--- src/rtl/fetch_unit.sv ---
// fetch_unit: instruction fetch stage. Owns the program counter, drives the ROM fetch
// address, and captures the returned instruction into the fetch/decode register.
// Also handles start, halt, stall and branch redirect.
//
// Ports:
//   clk, reset_n        rising-edge clock, asynchronous active-low reset
//   start_in            begin execution at START_ADDR (IDLE/HALTED only)
//   stall_in            hold PC, IR and state
//   branch_en_in        redirect fetch; squashes this cycle's fetch
//   branch_rel_in       1: target = ir_pc_out + sext(branch_offset_in); 0: branch_target_in
//   branch_target_in    absolute branch target
//   branch_offset_in    signed relative offset
//   instr_in            ROM data for pc_out (combinational)
//   pc_out              fetch address
//   ir_out, ir_pc_out   registered instruction and the address it came from
//   ir_valid_out        ir_out holds a valid, non-squashed instruction
//   done_out            high while halted
//   fetch_count_out     valid instructions delivered since last start (saturating)
module fetch_unit #(
    parameter logic [15:0] START_ADDR = 16'h0000,
    parameter logic [8:0]  HALT_OP    = 9'h1FF
) (
    input  logic        clk,
    input  logic        reset_n,
    input  logic        start_in,
    input  logic        stall_in,
    input  logic        branch_en_in,
    input  logic        branch_rel_in,
    input  logic [15:0] branch_target_in,
    input  logic [7:0]  branch_offset_in,
    input  logic [8:0]  instr_in,
    output logic [15:0] pc_out,
    output logic [8:0]  ir_out,
    output logic [15:0] ir_pc_out,
    output logic        ir_valid_out,
    output logic        done_out,
    output logic [15:0] fetch_count_out
);

    typedef enum logic [1:0] {StIdle, StRun, StHalted} state_e;

    state_e      state_q, state_d;
    logic [15:0] pc_q, pc_d;
    logic [8:0]  ir_q, ir_d;
    logic [15:0] ir_pc_q, ir_pc_d;
    logic        ir_valid_q, ir_valid_d;
    logic        done_q, done_d;
    logic [15:0] count_q, count_d;
    logic [15:0] branch_dest;

    // Relative branches are taken from the address of the instruction in the IR.
    assign branch_dest = branch_rel_in
                       ? ir_pc_q + {{8{branch_offset_in[7]}}, branch_offset_in}
                       : branch_target_in;

    always_comb begin
        state_d    = state_q;
        pc_d       = pc_q;
        ir_d       = ir_q;
        ir_pc_d    = ir_pc_q;
        ir_valid_d = ir_valid_q;
        count_d    = count_q;

        unique case (state_q)
            StIdle, StHalted: begin
                // The halt instruction is valid for exactly one cycle after entering HALTED.
                ir_valid_d = 1'b0;
                if (start_in) begin
                    state_d = StRun;
                    pc_d    = START_ADDR;
                    count_d = '0;
                end
            end
            StRun: begin
                if (branch_en_in) begin
                    // Branch wins over stall and squashes any halt fetched this cycle.
                    pc_d       = branch_dest;
                    ir_valid_d = 1'b0;
                end else if (!stall_in) begin
                    ir_d       = instr_in;
                    ir_pc_d    = pc_q;
                    ir_valid_d = 1'b1;
                    if (count_q != 16'hFFFF) begin
                        count_d = count_q + 16'd1;
                    end
                    if (instr_in == HALT_OP) begin
                        state_d = StHalted;
                    end else begin
                        pc_d = pc_q + 16'd1;
                    end
                end
            end
            default: begin
                state_d = StIdle;
            end
        endcase

        done_d = (state_d == StHalted);
    end

    always_ff @(posedge clk or negedge reset_n) begin
        if (!reset_n) begin
            state_q    <= StIdle;
            pc_q       <= START_ADDR;
            ir_q       <= '0;
            ir_pc_q    <= '0;
            ir_valid_q <= 1'b0;
            done_q     <= 1'b0;
            count_q    <= '0;
        end else begin
            state_q    <= state_d;
            pc_q       <= pc_d;
            ir_q       <= ir_d;
            ir_pc_q    <= ir_pc_d;
            ir_valid_q <= ir_valid_d;
            done_q     <= done_d;
            count_q    <= count_d;
        end
    end

    assign pc_out          = pc_q;
    assign ir_out          = ir_q;
    assign ir_pc_out       = ir_pc_q;
    assign ir_valid_out    = ir_valid_q;
    assign done_out        = done_q;
    assign fetch_count_out = count_q;

endmodule

--- config.mk ---
export PLATFORM = sky130hd
export DESIGN_NAME = fetch_unit
export DESIGN_NICKNAME = d
export VERILOG_FILES = /design/src/rtl/fetch_unit.sv
export SDC_FILE = /design/constraint.sdc
export NUM_CORES = 1
export LEC_CHECK = 0
export BUFFER_PORTS_ARGS = -buffer_cell sky130_fd_sc_hd__buf_2
export CAP_MARGIN = 10
export CORE_MARGIN = 2
export CORE_UTILIZATION = 50
export CTS_BUF_LIST = sky130_fd_sc_hd__clkbuf_4 sky130_fd_sc_hd__clkbuf_8
export CTS_CLUSTER_DIAMETER = 50
export CTS_CLUSTER_SIZE = 24
export DETAILED_ROUTE_END_ITERATION = 16
export PLACE_DENSITY = 0.77
export SLEW_MARGIN = 20
export SYNTH_ARGS = -nofsm -noshare
export SYNTH_HDL_FRONTEND = slang
export SYNTH_SLANG_ARGS = --single-unit
export TNS_END_PERCENT = 100
--- constraint.sdc ---
create_clock -name clk -period 4.15 [get_ports clk]
set_input_delay 0.2075 -clock clk [delete_from_list [all_inputs] [get_ports clk]]
set_output_delay 0.2075 -clock clk [all_outputs]
set_load 0.02 [all_outputs]
======== Word-level counts from Yosys, hierarchy flattened ========
Cells that the tools add are included.
operators by class
  add/sub/neg operators ................... 3
  equal/unequal tests ..................... 11
  multiplexer cells ....................... 18
  bitwise gates (word level) .............. 2
  reduce and logical (&&, ||, !) cells .... 7
operators with widths
  kind                     number
  $mux W16                 8
  $pmux W16 S2             2
  $add A16 B1 Y16 const B  2
  $add A16 B16 Y16         1
  $ne A16 B16 Y1 const B   1
  $eq A9 B9 Y1 const B     1
  $mux W2                  4
  $ne A2 B2 Y1 const B     4
  $ne A3 B3 Y1 const B     2
  $reduce_and A5 Y1        1
  $eq A2 B2 Y1 const B     2
  $pmux W2 S2              1
  $reduce_and A4 Y1        1
  $reduce_and A3 Y1        1
  $eq A2 B1 Y1 const B     1
  $logic_not A2 Y1         1
  $mux W1                  2
  $not A1 Y1               2
  $pmux W1 S2              1
  $reduce_and A2 Y1        1
  $reduce_bool A2 Y1       1
  $reduce_or A2 Y1         1
word-level totals
  register bits after elaboration ......... 61
  output and inout port bits .............. 59
  logic and storage cells ................. 48

======== Longest topological paths before layout ========
  depth after elaboration ................. 6
  mapped depth ............................ 10

======== Worst setup path after synthesis ========
OpenSTA, ideal clock, no wires.
  path type ............................... register -> register
  from .................................... register ir_pc_q[0], in the netlist ir_pc_out[0]
  to ...................................... register pc_q[12], in the netlist pc_out[12]
  library setup time ...................... 0.064 ns
  arrival time ............................ 2.397 ns
  required time ........................... 4.086 ns
  path slack .............................. 1.688 ns
  stages on the path, launching flop included .. 11
  clock period less this slack ............ 2.462 ns
  cells stage by stage .................... dfrtp_1 ha_1 inv_1 fa_1 nand2b_1 a21oi_1 o211ai_1 o311ai_1 xnor2_1 a221oi_1 a21o_1
between the ends
  cells in the longest elaborated chain, start to end .. 4
RTL lines
  what                    line  source
  from (decl)             45    logic [15:0] ir_pc_q, ir_pc_d;
  from (signal assigned)  114   ir_pc_q <= ir_pc_d;
  $add A16 B16 Y16        53    ? ir_pc_q + {{8{branch_offset_in[7]}}, branch_offset_in}
  $mux W16                53
  $mux W16                75    if (branch_en_in) begin
  $pmux W16 S2            64    unique case (state_q)
  to (signal assigned)    112   pc_q <= pc_d;
  to (decl)               43    logic [15:0] pc_q, pc_d;
No other way between the ends.
A chain may end at the register's enable or synchronous reset.

======== Worst setup path after layout ========
Same ends and word-level chain as after synthesis.

==> results_dict.tcl <==
set metrics [dict create \
    drv_slew 0 \
    drt_iter0_markers 256 \
    seqPwrFrac_pct 34.9 \
    cts_hold_buf 0 \
    power_frac_comb_pct 47.1 \
    critPathMaxFanout 6 \
    hold_viol 0 \
    synth_top_cell_area_share_pct 39.1 \
    crit_family "compound AO/OA/AOI/OAI gates" \
    yosysTopAreaCell "dfrtp_1" \
    finClkSkew_ns 0.00748 \
    syn-cell-area_um2 3910 \
    fin_util_pct 60.9 \
    fp.dieH_um 92.4 \
    relSlewSlack_pct 25.4 \
    io_pins 98 \
    syn-num-nets 479 \
    rsz0062_at_grt "false" \
    hold_class "in -> async" \
    cts_resized 0 \
    port_buffers 97 \
    avgRoutedWirePerCell_um 16.4 \
    p_int_mw 1.55 \
    p_leak_nw 2.15 \
    synthArstFlopShare_pct 100 \
    slowest_delay_ns 0.40 \
    cts-root-buf "clkbuf_8" \
    p_sw_share_pct 44.0 \
    outcome "completed" \
    final_nets 572 \
    die_w_um 92.4 \
    fin_setup_tns_ns 0 \
    power_density_nw_per_um2 593 \
    grt_use_total_pct 24.4 \
    clockPowerShare_pct 18.0 \
    via_per_inst 5.90 \
    final_common_cell "buf_2" \
    worst_setup_path_end_kind "flop" \
    gp_congestion 0.870 \
    clk_latency_ns 0.35 \
    ir_worst_vdd_uv 453 \
    p_sw_mw 1.22 \
    grt_overflow_total 0 \
    crit_chain "ha_1 -> inv_1 -> fa_1 -> nand2b_1 -> a21oi_1 -> o211ai_1 -> o311ai_1 -> xnor2_1 -> a221oi_1 -> a21o_1" \
    first_pass_iters 5 \
    synth-edff-count 0 \
    htree_levels 3 \
    fmax_mhz 381 \
    ys_types 60 \
    grt_pass1_wl_um 16700 \
    start_util_pct 51.1 \
    synth_warnings 0 \
    core_area_um2 7650 \
    worstSetupPathType "reg -> reg" \
    finalCritPeriodShare_pct 63.3 \
    fin_total_pwr_mw 2.76 \
    drv_cap 0 \
    min_period_ns 2.63 \
    clock_path_buffers 2 \
    worstPathArrival_ns 2.91 \
    die_area_um2 8540 \
    setup_viol 0 \
    avgSynthCellArea_um2 9.26 \
    place_hpwl_um 7330 \
    path_clk_slew_ns 0.07 \
    cts_made_buffers 9 \
    syn_inst 422 \
    cts_sinks 61 \
    area_growth_pct 19.3 \
    worst-path-buf-inv 1 \
    ys.flop_type "dfrtp_1" \
    worst_path_max_delay_cell "fa_1" \
    grt_max_degree 62 \
    critPathLaunchType "flop" \
    wirelength_um 10200 \
    num_antenna_cells 0 \
    antenna_found_initial 0 \
    drive_above_1_share_pct 30.0 \
    first_global_vias 3463 \
    cts_setup_buffers 0 \
    ys_seq_area_share_pct 39.1 \
    required_ns 4.44 \
    drc 0 \
    worst_pin_slew_ns 1.11 \
    vias 3672 \
    rows 32 \
    cts_tree "built" \
    ant_nets 0 \
    layout_common_cells "buf_2, dfrtp_1, nand2_1" \
    ys_ff_latch 61 \
    synthTopCellsByArea "dfrtp_1, mux2_2, ha_1" \
]
-- registers in the layout (all words and copies together) (netlist names) --
register and count:
pc_out 16, state_q 2, fetch_count_out 16, ir_pc_out 16, ir_out 9, ir_valid_out 1, done_out 1
-- area by class of cell --
type,count,area (um2)
Clock buffer,12,159
Clock inverter,4,22.5
Fill cell,672,2990
Inverter,16,60.1
Multi-Input combinational cell,327,2260
Sequential cell,61,1530
Tap cell,102,128
Timing Repair Buffer,100,508
-- power by group through the flow --
stage	logic (mW)	registers [mW]	clock network (mW)
after global routing	1.42	0.992	0.533
after detailed placement	1.29	0.969	0
after global placement	1.27	0.960	0
after CTS	1.30	0.961	0.506
final	1.30	0.965	0.497
after floorplan	0.729	1.13	0
-- metrics by stage --
stage	setup slack (ns)	instances	hold WS, ns	cell area [um2]
after CTS	1.54	622	0.0640	4660
after detailed placement	1.56	606	0.430	4480
after floorplan	1.69	422	-0.0881	3910
final	1.52	622	0.0255	4660
after global routing	1.28	622	0.0940	4660
after global placement	1.64	606	0.422	4480
-- cell usage after synthesis, drive strengths merged (2+ instances only) --
master  count
dfrtp      61
a21oi      32
nand2      32
o21ai      32
mux2       31
nor2       31
nand3      21
ha         17
inv        16
clkbuf     15
nor3       15
xnor2      13
xor2       13
nand4      11
a31oi       8
a21o        6
nor2b       6
a211oi      5
nand2b      5
nor4        5
o31ai       4
buf         3
nor3b       3
a21boi      2
and2        2
and3        2
o211ai      2
o221ai      2
o22ai       2
o311ai      2
o41ai       2
or3         2
-- metal layers --
layer	vias to the layer above	track usage [%]	part of all wire (%)
met5	-	0	0
li1	1739	-	-
met1	1759	32.6	43
met4	0	4.85	1.1
met2	161	41.6	48
met3	13	4.80	7.7
-- path summary, 6_finish.rpt --
| check | startpoint | end | slack, ns | cells after the start |
|---|---|---|---|---|
| max reg2reg | ir_pc_out[0] | pc_out[12] | 1.52 | 10 |
| min | reset_n | ir_out[4] | 0.03 | 2 |
| min reg2reg | ir_out[7] | ir_out[7] | 0.50 | 1 |
| min in group clk | instr_in[3] | ir_out[3] | 0.11 | 2 |
| max in group asynchronous | reset_n | fetch_count_out[5] | 3.60 | 2 |
| max | ir_pc_out[0] | pc_out[12] | 1.52 | 10 |
-- cells by family after synthesis --
kind of cell             share of synthesized area, %
XOR/XNOR                                         5.83
multiplexers                                     9.19
AO/OA/AOI/OAI                                    18.7
adder cells (fa/ha/maj)                          5.96
flip-flops                                       39.1
buffers and inverters                            3.33
AND/OR/NAND/NOR                                  18.0
Power figures use the tool's default switching activity.
